## src/rtl/muldiv_sequencer_pkg.sv

```systemverilog
// Shared constants for the RV32M multiply/divide sequencer: instruction ids,
// FSM state encoding and small decode helpers.
package muldiv_sequencer_pkg;

  localparam int XLEN_DEF  = 32;
  localparam int CNT_W_DEF = 6;

  localparam logic [5:0] INSTR_ADD    = 6'd0;
  localparam logic [5:0] INSTR_MUL    = 6'd32;
  localparam logic [5:0] INSTR_MULH   = 6'd33;
  localparam logic [5:0] INSTR_MULHSU = 6'd34;
  localparam logic [5:0] INSTR_MULHU  = 6'd35;
  localparam logic [5:0] INSTR_DIV    = 6'd36;
  localparam logic [5:0] INSTR_DIVU   = 6'd37;
  localparam logic [5:0] INSTR_REM    = 6'd38;
  localparam logic [5:0] INSTR_REMU   = 6'd39;

  typedef enum logic [1:0] {S_IDLE = 2'd0, S_BUSY = 2'd1, S_DONE = 2'd2} state_t;

  // M ids occupy 32..39, so bit 2 separates div/rem from mul and bit 1 picks rem.
  function automatic logic is_muldiv(input logic [5:0] id);
    return id[5:3] == 3'b100;
  endfunction

  function automatic logic is_div_op(input logic [5:0] id);
    return id[2];
  endfunction

  function automatic logic is_rem_op(input logic [5:0] id);
    return id[2] & id[1];
  endfunction

  function automatic logic signed_a(input logic [5:0] id);
    return (id == INSTR_MUL) || (id == INSTR_MULH) || (id == INSTR_MULHSU) ||
           (id == INSTR_DIV) || (id == INSTR_REM);
  endfunction

  function automatic logic signed_b(input logic [5:0] id);
    return (id == INSTR_MUL) || (id == INSTR_MULH) ||
           (id == INSTR_DIV) || (id == INSTR_REM);
  endfunction

endpackage

```

## src/rtl/muldiv_sequencer_if.sv

```systemverilog
// Request/response bundle between the execute stage and the mul/div sequencer.
interface muldiv_sequencer_if #(parameter int XLEN = 32);
    logic            start;
    logic [5:0]      instr_id;
    logic [XLEN-1:0] rs1;
    logic [XLEN-1:0] rs2;
    logic [4:0]      rd_addr_in;
    logic            flush;
    logic            busy;
    logic            stall;
    logic            result_valid;
    logic [XLEN-1:0] result;
    logic [4:0]      rd_addr_out;

    modport master (
        output start, instr_id, rs1, rs2, rd_addr_in, flush,
        input  busy, stall, result_valid, result, rd_addr_out
    );

    modport slave (
        input  start, instr_id, rs1, rs2, rd_addr_in, flush,
        output busy, stall, result_valid, result, rd_addr_out
    );
endinterface

```

## src/rtl/muldiv_iter_step.sv

```systemverilog
// One combinational iteration: shift-add multiply step or restoring divide step.
// Multiply: acc = {hi, lo} product, opa = multiplicand, opb = multiplier (shifts right).
// Divide:   acc[XLEN:0] = partial remainder, opa = dividend -> quotient, opb = divisor.
module muldiv_iter_step #(
    parameter int XLEN = 32
) (
    input  logic              is_div,
    input  logic [2*XLEN-1:0] acc,
    input  logic [XLEN-1:0]   opa,
    input  logic [XLEN-1:0]   opb,
    output logic [2*XLEN-1:0] acc_nxt,
    output logic [XLEN-1:0]   opa_nxt,
    output logic [XLEN-1:0]   opb_nxt
);
    logic [XLEN:0]   sum;
    logic [XLEN:0]   shifted;
    logic [XLEN+1:0] diff;

    always_comb begin
        acc_nxt = acc;
        opa_nxt = opa;
        opb_nxt = opb;
        sum     = {1'b0, acc[2*XLEN-1:XLEN]} + {1'b0, (opb[0] ? opa : {XLEN{1'b0}})};
        shifted = {acc[XLEN-1:0], opa[XLEN-1]};
        diff    = {1'b0, shifted} - {2'b00, opb};
        if (!is_div) begin
            // Add into the high half, then shift the whole product right by one.
            acc_nxt = {sum, acc[XLEN-1:1]};
            opb_nxt = opb >> 1;
        end else if (!diff[XLEN+1]) begin
            acc_nxt = {{(XLEN-1){1'b0}}, diff[XLEN:0]};
            opa_nxt = {opa[XLEN-2:0], 1'b1};
        end else begin
            acc_nxt = {{(XLEN-1){1'b0}}, shifted};
            opa_nxt = {opa[XLEN-2:0], 1'b0};
        end
    end
endmodule

```

## src/rtl/muldiv_sequencer.sv

```systemverilog
// Iterative RV32M sequencer: XLEN-cycle shift-add multiply / restoring divide,
// with divide-by-zero and signed-overflow results returned after one cycle.
module muldiv_sequencer
    import muldiv_sequencer_pkg::*;
#(
    parameter int XLEN  = XLEN_DEF,
    parameter int CNT_W = CNT_W_DEF
) (
    input logic               clk,
    input logic               rst,
    muldiv_sequencer_if.slave bus
);
    state_t            state, state_n;
    logic [CNT_W-1:0]  cnt, cnt_n;
    logic [2*XLEN-1:0] acc, acc_n, acc_s;
    logic [XLEN-1:0]   opa, opa_n, opa_s;
    logic [XLEN-1:0]   opb, opb_n, opb_s;
    logic [5:0]        op, op_n;
    logic              sa, sa_n, sb, sb_n;
    logic [4:0]        rd_q, rd_n;
    logic [XLEN-1:0]   res_q, res_n, fin;
    logic [2*XLEN-1:0] prod_s;
    logic [XLEN-1:0]   quo_s, rem_s;

    localparam logic [XLEN-1:0] INT_MIN = {1'b1, {(XLEN-1){1'b0}}};

    muldiv_iter_step #(.XLEN(XLEN)) u_step (
        .is_div (is_div_op(op)),
        .acc    (acc),
        .opa    (opa),
        .opb    (opb),
        .acc_nxt(acc_s),
        .opa_nxt(opa_s),
        .opb_nxt(opb_s)
    );

    // Sign fix-up on the last step's outputs; unsigned ops carry sa=sb=0.
    always_comb begin
        prod_s = (sa ^ sb) ? -acc_s : acc_s;
        quo_s  = (sa ^ sb) ? -opa_s : opa_s;
        rem_s  = sa ? -acc_s[XLEN-1:0] : acc_s[XLEN-1:0];
        case (op)
            INSTR_MUL:                            fin = prod_s[XLEN-1:0];
            INSTR_MULH, INSTR_MULHSU, INSTR_MULHU: fin = prod_s[2*XLEN-1:XLEN];
            INSTR_DIV, INSTR_DIVU:                fin = quo_s;
            default:                              fin = rem_s;
        endcase
    end

    always_comb begin
        state_n = state;
        cnt_n   = cnt;
        acc_n   = acc;
        opa_n   = opa;
        opb_n   = opb;
        op_n    = op;
        sa_n    = sa;
        sb_n    = sb;
        rd_n    = rd_q;
        res_n   = res_q;
        case (state)
            S_IDLE: begin
                if (bus.start && is_muldiv(bus.instr_id) && !bus.flush) begin
                    op_n  = bus.instr_id;
                    rd_n  = bus.rd_addr_in;
                    sa_n  = signed_a(bus.instr_id) & bus.rs1[XLEN-1];
                    sb_n  = signed_b(bus.instr_id) & bus.rs2[XLEN-1];
                    opa_n = sa_n ? -bus.rs1 : bus.rs1;
                    opb_n = sb_n ? -bus.rs2 : bus.rs2;
                    cnt_n = '0;
                    acc_n = '0;
                    if (is_div_op(bus.instr_id) && bus.rs2 == '0) begin
                        res_n   = is_rem_op(bus.instr_id) ? bus.rs1 : {XLEN{1'b1}};
                        state_n = S_DONE;
                    end else if (is_div_op(bus.instr_id) && signed_a(bus.instr_id) &&
                                 bus.rs1 == INT_MIN && bus.rs2 == {XLEN{1'b1}}) begin
                        res_n   = is_rem_op(bus.instr_id) ? '0 : INT_MIN;
                        state_n = S_DONE;
                    end else begin
                        state_n = S_BUSY;
                    end
                end
            end
            S_BUSY: begin
                if (bus.flush) begin
                    state_n = S_IDLE;
                end else begin
                    acc_n = acc_s;
                    opa_n = opa_s;
                    opb_n = opb_s;
                    cnt_n = cnt + 1'b1;
                    if (cnt == CNT_W'(XLEN-1)) begin
                        res_n   = fin;
                        state_n = S_DONE;
                    end
                end
            end
            default: state_n = S_IDLE;
        endcase
    end

    always_ff @(posedge clk or posedge rst) begin
        if (rst) begin
            state <= S_IDLE;
            cnt   <= '0;
            acc   <= '0;
            opa   <= '0;
            opb   <= '0;
            op    <= '0;
            sa    <= 1'b0;
            sb    <= 1'b0;
            rd_q  <= '0;
            res_q <= '0;
        end else begin
            state <= state_n;
            cnt   <= cnt_n;
            acc   <= acc_n;
            opa   <= opa_n;
            opb   <= opb_n;
            op    <= op_n;
            sa    <= sa_n;
            sb    <= sb_n;
            rd_q  <= rd_n;
            res_q <= res_n;
        end
    end

    assign bus.busy         = (state != S_IDLE);
    assign bus.stall        = (bus.start && is_muldiv(bus.instr_id) && state == S_IDLE) ||
                              (state == S_BUSY);
    // A flush arriving in DONE suppresses the pulse the pipeline would otherwise see.
    assign bus.result_valid = (state == S_DONE) && !bus.flush;
    assign bus.result       = res_q;
    assign bus.rd_addr_out  = rd_q;
endmodule

```

## src/flat_wrapper.sv

```systemverilog
// flat-port wrapper written by rule: the top's interface ports become plain ports
module muldiv_sequencer_flat import muldiv_sequencer_pkg::*;
#(
    parameter int XLEN  = XLEN_DEF,
    parameter int CNT_W = CNT_W_DEF
)
  (clk, rst, bus_start, bus_instr_id, bus_rs1, bus_rs2, bus_rd_addr_in, bus_flush, bus_busy, bus_stall, bus_result_valid, bus_result, bus_rd_addr_out);
  muldiv_sequencer_if #(.XLEN(XLEN)) bus_i ();
  input logic clk;
  input logic rst;
  input wire logic [$bits(bus_i.start)-1:0] bus_start;
  input wire logic [$bits(bus_i.instr_id)-1:0] bus_instr_id;
  input wire logic [$bits(bus_i.rs1)-1:0] bus_rs1;
  input wire logic [$bits(bus_i.rs2)-1:0] bus_rs2;
  input wire logic [$bits(bus_i.rd_addr_in)-1:0] bus_rd_addr_in;
  input wire logic [$bits(bus_i.flush)-1:0] bus_flush;
  output wire logic [$bits(bus_i.busy)-1:0] bus_busy;
  output wire logic [$bits(bus_i.stall)-1:0] bus_stall;
  output wire logic [$bits(bus_i.result_valid)-1:0] bus_result_valid;
  output wire logic [$bits(bus_i.result)-1:0] bus_result;
  output wire logic [$bits(bus_i.rd_addr_out)-1:0] bus_rd_addr_out;
  assign bus_i.start = bus_start;
  assign bus_i.instr_id = bus_instr_id;
  assign bus_i.rs1 = bus_rs1;
  assign bus_i.rs2 = bus_rs2;
  assign bus_i.rd_addr_in = bus_rd_addr_in;
  assign bus_i.flush = bus_flush;
  assign bus_busy = bus_i.busy;
  assign bus_stall = bus_i.stall;
  assign bus_result_valid = bus_i.result_valid;
  assign bus_result = bus_i.result;
  assign bus_rd_addr_out = bus_i.rd_addr_out;
  muldiv_sequencer #(.XLEN(XLEN), .CNT_W(CNT_W)) u_core (.clk(clk), .rst(rst), .bus(bus_i));
endmodule
```

## config.mk

```make
export PLATFORM = sky130hd
export DESIGN_NAME = muldiv_sequencer_flat
export DESIGN_NICKNAME = d
export VERILOG_FILES = /design/src/rtl/muldiv_sequencer_pkg.sv /design/src/rtl/muldiv_sequencer_if.sv /design/src/rtl/muldiv_iter_step.sv /design/src/rtl/muldiv_sequencer.sv /design/src/flat_wrapper.sv
export SDC_FILE = /design/constraint.sdc
export NUM_CORES = 1
export LEC_CHECK = 0
export CORE_AREA = 2 2 248 250
export DETAILED_ROUTE_END_ITERATION = 7
export DIE_AREA = 0 0 250 252
export GPL_ROUTABILITY_DRIVEN = 1
export GPL_TIMING_DRIVEN = 0
export PLACE_DENSITY = 0.57
export SYNTH_ARGS = -nofsm -noshare
export SYNTH_HDL_FRONTEND = slang
export SYNTH_SLANG_ARGS = --single-unit
```

## constraint.sdc

```tcl
create_clock -name clk -period 16.5 [get_ports clk]
set_clock_uncertainty 0.2 [all_clocks]
set_input_delay 1.65 -clock clk [delete_from_list [all_inputs] [get_ports clk]]
set_output_delay 1.65 -clock clk [all_outputs]
set_load 0.01 [all_outputs]
```

==> results of run 1 <==
-- per-stage QoR --
stage | instance area [um2] | util
after CTS | 20710 | 0.3444
after global routing | 20710 | 0.3444
final | 20710 | 0.3444
after floorplan | 17890 | -
after global placement | 20040 | 0.3333
after detailed placement | 20100 | 0.3342
-- synth_stat cells, drive strengths merged, types with 8 or more instances --
library cell and instances:
buf 42, or4 11, a2111oi 11, nor3 72, and2 46, nor3b 10, o41ai 10, nor2b 23
a221oi 18, dfrtp 181, nand3 51, xor2 60, clkbuf 111, o211ai 24, nand2b 15, nor2 220
mux2 10, or2 10, a311oi 8, o221ai 17, a21oi 239, nor4 25, a211oi 30, o21a 15
o21ai 236, a2bb2oi 10, xnor2 83, ha 70, o22ai 36, nand2 296, a21boi 9, a211o 9
o31ai 28, inv 76, a22o 30, or3 27, mux2i 19, and3 30, a31oi 27, nand4 43
o311ai 8, a21o 34
-- routing by layer --
layer | vias up | routed length [um]
met5 | - | 97
li1 | 9292 | -
met1 | 10060 | 38940
met4 | 8 | 3611
met3 | 181 | 9018
met2 | 1134 | 38700
-- worst reg2reg max path, delay by kind of cell, from the launching register on --
family	cells	cell delay (ps)
buffers and inverters	9	6130
DFF	1	420
AOI/OAI and AO/OA	6	1540
and+or+nand+nor	6	1010
adders and majority gates	1	300
xor gates and xnor gates	1	140
-- state kept, by name, indices dropped and copies added, names as in the netlist --
| register | flops |
|---|---|
| u_core.opb | 32 |
| u_core.bus.result | 32 |
| u_core.opa | 32 |
| u_core.cnt | 6 |
| u_core.acc | 64 |
| u_core.bus.rd_addr_out | 5 |
| u_core.sa | 1 |
| u_core.op | 6 |
| u_core.sb | 1 |
| u_core.state | 2 |
-- power groups by stage --
stage | sequential, mW | clock, mW | combinational (mW)
floorplan | 0.642 | 0 | 1.65
global placement | 0.719 | 0 | 2.42
detailed placement | 0.720 | 0 | 2.44
CTS | 0.713 | 0.453 | 2.45
global route | 0.732 | 0.467 | 2.71
finish | 0.724 | 0.446 | 2.54
-- cell usage in the layout, fill, tap and decap left out, types with 11 or more instances in the layout --
cell	netlist	layout
nand2_1	296	296
a21oi_1	235	235
o21ai_0	228	228
nor2_1	219	219
dfrtp_1	181	181
clkdlybuf4s50_1	0	117
clkbuf_1	110	110
xnor2_1	83	83
inv_1	76	75
nor3_1	71	70
ha_1	70	70
xor2_1	60	60
nand3_1	51	51
and2_1	46	46
nand4_1	41	41
o22ai_1	36	36
a21o_1	34	34
and3_1	30	30
a22o_1	30	30
a211oi_1	29	29
o31ai_1	28	28
or3_1	27	27
a31oi_1	26	26
o211ai_1	24	24
nor2b_1	23	23
buf_2	22	22
nor4_1	23	22
mux2i_1	19	19
a221oi_1	18	18
o221ai_1	17	17
clkbuf_16	0	17
buf_1	15	15
nand2b_1	15	15
o21a_1	15	15
or4_1	11	11
a2111oi_0	11	11
-- kinds of logic (layout without fill, tap and decap cells) --
family	Yosys count	count (layout)	synth area share
DFF	181	181	0.2532
AOI/OAI and AO/OA	868	868	0.3102
xor gates and xnor gates	143	143	0.07000
muxes	29	29	0.01692
and+or+nand+nor	911	911	0.2470
adders and majority gates	72	72	0.05119
buffers and inverters	230	381	0.05154
-- how the worst max path moves through the flow --
stage | to | depth (start not counted)
after global routing | u_core.bus.result[30] | 23
after global placement | u_core.opa[28] | 2
final | u_core.bus.result[30] | 23
after detailed placement | u_core.bus.result[30] | 23
after CTS | u_core.bus.result[30] | 23
after floorplan | u_core.acc[0] | 1
-- cell type report --
type                            count  area [um2]  area share
Clock inverter                     15       187.7    0.009062
Clock buffer                       17       425.4     0.02054
Tap cell                          782       978.4     0.04724
Inverter                           77       296.5     0.01432
Sequential cell                   181        4529      0.2187
Timing Repair Buffer              119        1210     0.05842
Multi-Input combinational cell   2023       12450      0.6012
Buffer                            153       633.1     0.03057
==> summary.txt, run 1 <==
# clock sinks - 181
Synth Register Bits - 181
Sw Ratio - 0.5759
vias - 20670
CTS tree - yes
Final Hold Viols - 0
Post-Syn Nets - 2585
hold slack - 272.6 ps
yosys warns - 0
power per cell area - 179.0 nW/um2
I/O pin count - 119
Synth Instances - 2434
mapped cell area - 17890 um2
Final Instance Count excl. Fillers - 3367
slew margin rel. - -0.04183
WP data arrival - 10030 ps
total track usage - 0.2812
Resized cells post-CTS - 0
Avg Cell Area, Syn - 7.350 um2
Die H - 252 um
WHS Endpoint - u_core.op[5]
P_leak - 8.295 nW
Final setup viols - 0
initial antenna violation count - 6
status - finished with violations
setup TNS - 0 ps
iteration-0 DRC count of the detailed router - 2423
routing usage on met3 - 0.06757
Max Transition Viols Final - 8
Power, Total - 3.706 mW
number of synthesized flops with an enable pin - 0
Sw Pwr - 2.135 mW
Worst-Margin Slew - 1551 ps
top cell type's share of synthesized area - 0.2532
Worst setup SP type - flip-flop
depth of the most critical reg-to-reg path - 23
Reg power frac - 0.195
synth unique cells - 89
P_int - 1.572 mW
RSZ-0062 raised after global routing - no
vias in the first global route - 19190
Cells on Worst Hold Path - 1
TritonRoute pass-1 iters - 5
ys async rst share - 1.000
CP startpoint - u_core.op[2]
failing checks - capacitance limit, slew limit
worst setup margin - 6632 ps
clock root cell - clkbuf_16
Die ar. - 63000 um2
leading area contributor after synthesis - dfrtp_1
Post-CTS Hold Buffers - 0
Inst Count DP - 3335
sequential cell area fraction in the yosys report - 0.2532
DRC - 0
largest net degree at the start of global routing - 116
crit-path most repeated cell - buf_1
gr busiest metal - met2
dpl hpwl - 71310 um
CP Cell Sequence - clkbuf_1, buf_1, buf_2, buf_1, clkbuf_1, buf_1, buf_2, buf_1, clkbuf_1, o21bai_1, ha_1, nand2b_1, nor3_1, and3_1, nand4_1, and4b_1, a31oi_1, xnor2_1, o21ai_0, a221oi_1, nand2_1, a2111oi_0, o211ai_1
reg2reg end - u_core.bus.result[30]
GR Util met1 - 0.3838
I/O Buffers - 117
CP max stage delay - 930 ps
via/cell ratio - 6.140
VDD IR max - 82.41 uV
first-pass GRT wire length - 131000 um
Post-CTS Setup Bufs - 0
core area - 60130 um2
Worst-Skew Late Latency - 520 ps
Clock power frac - 0.120
CTS H-Tree Depth - 4
GRT met2 Usage - 0.4233
clock buffer depth - 2
Peak Freq - 0.1013 GHz
Max Cap Violations - 1
Worst Setup Path Type - reg -> reg
largest cells by area after synthesis - dfrtp_1 (25%), a21oi_1 (6.6%), o21ai_0 (6.4%)
WL per Instance - 26.84 um
Worst-path clk slew - 80 ps
Setup crit end kind - flip-flop
Net count, final - 2723
critical path peak fanout - 10
layout cell share with drive strength beyond 1 - 0.04255
DP Worst Slack - 7068 ps
Buf+Inv Stages, Crit Path - 9
reg2reg start - u_core.op[2]
Logic pwr share - 0.684
GP Congestion - 1.041
Die X - 250 um
final period demand of the worst path - 9868 ps
grt ovf - 0
Fillers - 6467
Final period util - 0.5981
Hold Crit Class - reg -> reg
Top FF cell, synth - dfrtp_1
Critical Path RT - 16670 ps
hold wc startpoint - u_core.op[5]
CP max-delay cell - buf_1
Routed Antenna Nets - 0
row cnt - 90
initial core utilization - 0.2975
final wirelength - 90360 um
Top delay family on crit path - buffers and inverters
r2r setup slk - 6630 ps
diode count - 0
synthesis-to-finish area growth - 15.76%
TritonCTS buffer count - 17
No activity file was read; power rests on OpenSTA's default activity.
==> run 2: changes to the inputs <==
Settings changed: PLACE_DENSITY 0.57 to 0.58.
Clock period 16.5 ns to 9 ns, I/O delays scaled along.
==> run 2 against run 1 <==
The run now ends clean. Maximum frequency up 13%. Design area down 0.30%. Critical endpoint unchanged. Setup slack worse by 6400 ps. Via count up 0.48%. Routed wire length down 0.47%. Largest power group unchanged. Critical path type unchanged. Final cell count about the same. Non-clock buffer count down 1.
==> summary.txt, run 2 (synthesis gave the netlist of run 1 again) <==
clock root cell - clkbuf_16
Worst-Margin Slew - 1264 ps (-286.6 ps)
Post-CTS Hold Buffers - 0 (unchanged)
Worst Setup Path Type - reg -> reg
total track usage - 0.2810 (about the same)
Routed Antenna Nets - 0 (unchanged)
iteration-0 DRC count of the detailed router - 2467 (+1.8%)
Top delay family on crit path - buffers and inverters
core area - 60130 um2 (unchanged)
Critical Path RT - 9160 ps (-7510 ps)
Setup crit end kind - flip-flop
Max Cap Violations - 0 (-1)
Die X - 250 um (unchanged)
critical path peak fanout - 19 (+9)
CP max-delay cell - clkdlybuf4s15_1
TritonCTS buffer count - 17 (unchanged)
Power, Total - 6.694 mW (+81%)
clock buffer depth - 2 (unchanged)
P_leak - 8.275 nW (-0.24%)
Hold Crit Class - reg -> reg
first-pass GRT wire length - 131200 um (+0.15%)
Die ar. - 63000 um2 (unchanged)
layout cell share with drive strength beyond 1 - 0.04259 (about the same)
dpl hpwl - 71620 um (+0.44%)
post-layout instance area - 20650 um2 (-0.30%)
DP Area - 20090 um2 (about the same)
CP Cell Sequence - clkbuf_1, clkdlybuf4s15_1, buf_2, clkbuf_2, clkdlybuf4s15_1, buf_2, buf_1, clkbuf_2, o21bai_1, ha_1, nand2b_1, nor3_1, and3_1, nand4_1, and4b_1, a31oi_1, xnor2_1, o21ai_0, a221oi_1, nand2_1, a2111oi_0, o211ai_1
VDD IR max - 173.4 uV (+110%)
Worst setup SP type - flip-flop
vias in the first global route - 19300 (+0.54%)
WL per Instance - 26.72 um (-0.44%)
DRC - 0 (unchanged)
WP data arrival - 8910 ps (-1120 ps)
I/O pin count - 119 (unchanged)
most common cell after layout, fill and taps aside - nand2_1
most frequent cells in the layout - nand2_1 (296), a21oi_1 (235), o21ai_0 (228)
power per cell area - 324.2 nW/um2 (+81%)
TritonRoute pass-1 iters - 6 (+1)
slew margin rel. - 0.1494 (+0.1913)
Buf+Inv Stages, Crit Path - 8 (-1)
CP max stage delay - 890 ps (-40 ps)
synthesis-to-finish area growth - 15.42%
Worst path depth - 22 (-4.3%)
via/cell ratio - 6.171 (+0.51%)
Final period util - 0.9730 (+0.3750)
grt ovf - 0 (unchanged)
initial antenna violation count - 2 (-4)
Peak Freq - 0.1142 GHz (+13%)
Net count, final - 2722 (-0.037%)
Die H - 252 um (unchanged)
depth of the most critical reg-to-reg path - 22 (-4.3%)
Worst-path clk slew - 80 ps (about the same)
CTS H-Tree Depth - 4 (unchanged)
Final Hold Viols - 0 (unchanged)
vias - 20770 (+0.48%)
status - finished, final reports clean
max FFs per register - 64 (unchanged)
initial core utilization - 0.2975 (unchanged)
CTS tree - yes
GP Congestion - 1.029 (-1.2%)
# clock sinks - 181 (unchanged)
final wirelength - 89940 um (-0.47%)
Worst-Skew Late Latency - 500 ps (-20 ps)
RSZ-0062 raised after global routing - no
Cells on Worst Hold Path - 2 (+1)
I/O Buffers - 117 (unchanged)
final period demand of the worst path - 8757 ps (-1111 ps)
Final setup viols - 0 (unchanged)
largest net degree at the start of global routing - 110 (-5.2%)
Max Transition Viols Final - 0 (-8)
Largest Register - u_core.acc
row cnt - 90 (unchanged)
run 2: worst register-to-register path: stages, from the launching register on:
cell and delay, ps:
dfrtp_1 420, clkbuf_1 420, clkdlybuf4s15_1 780, buf_2 700, clkbuf_2 530, clkdlybuf4s15_1 900
buf_2 570, buf_1 640, clkbuf_2 570, o21bai_1 240, ha_1 250, nand2b_1 90
nor3_1 100, and3_1 290, nand4_1 170, and4b_1 260, a31oi_1 180, xnor2_1 150
o21ai_0 160, a221oi_1 300, nand2_1 80, a2111oi_0 490, o211ai_1 140
run 2: layout make-up:
class / instances / area [um2]
multi-input cells: 2023 / 12440
well taps: 782 / 978.4
clock buffers: 17 / 425.4
flip-flops and latches: 181 / 4529
fillers: 6493 / 39480
clock inverters: 14 / 118.9
repair buffers: 119 / 1210
diodes: 1 / 2.502
inverters: 77 / 296.5
plain buffers: 152 / 644.4
run 2: metal layers:
layer  share of wire  wire (um)  vias up  GRT usage
li1                -          -     9271          -
met1            0.43      38830    10120     0.3818
met2            0.43      38600     1187     0.4313
met3           0.095       8575      194    0.05788
met4           0.044       3928        2     0.1201
met5         0.00010          9        -          0
run 2: path summary, 6_finish.rpt:
check | start | endpoint | slack [ps]
min reg2reg | u_core.bus.result[26] | u_core.bus.result[26] | 280
min | u_core.bus.result[26] | u_core.bus.result[26] | 280
min in group asynchronous | rst | u_core.opb[13] | 670
max in group asynchronous | rst | u_core.opa[27] | 6880
max reg2reg | u_core.op[2] | u_core.bus.result[30] | 240
max | u_core.op[2] | u_core.bus.result[30] | 240
run 2: stage by stage:
stage	setup slack (ps)	cells	utilization	setup TNS (ps)	hold slack [ps]
after floorplan	2985	2434	-	0	234.6
after global placement	-668.4	3333	0.3333	-11510	249.9
after detailed placement	-559.0	3335	0.3341	-1186	265.2
after CTS	78.43	3366	0.3433	0	282.8
after global routing	180.7	3365	0.3434	0	302.7
final	242.7	3366	0.3434	0	281.1
run 2: report_power, final:
group          internal (mW)  leakage (nW)  total, mW  switching [mW]
Clock                  0.360         0.268      0.752           0.391
Combinational           1.47          5.66       4.63            3.17
Sequential              1.01          2.35       1.31           0.293
run 2: what timing repair did:
item,in CTS,in global routing
buffers inserted,0,0
hold endpoints to repair,0,0
gates resized for setup,3,1
setup endpoints to repair,5,3
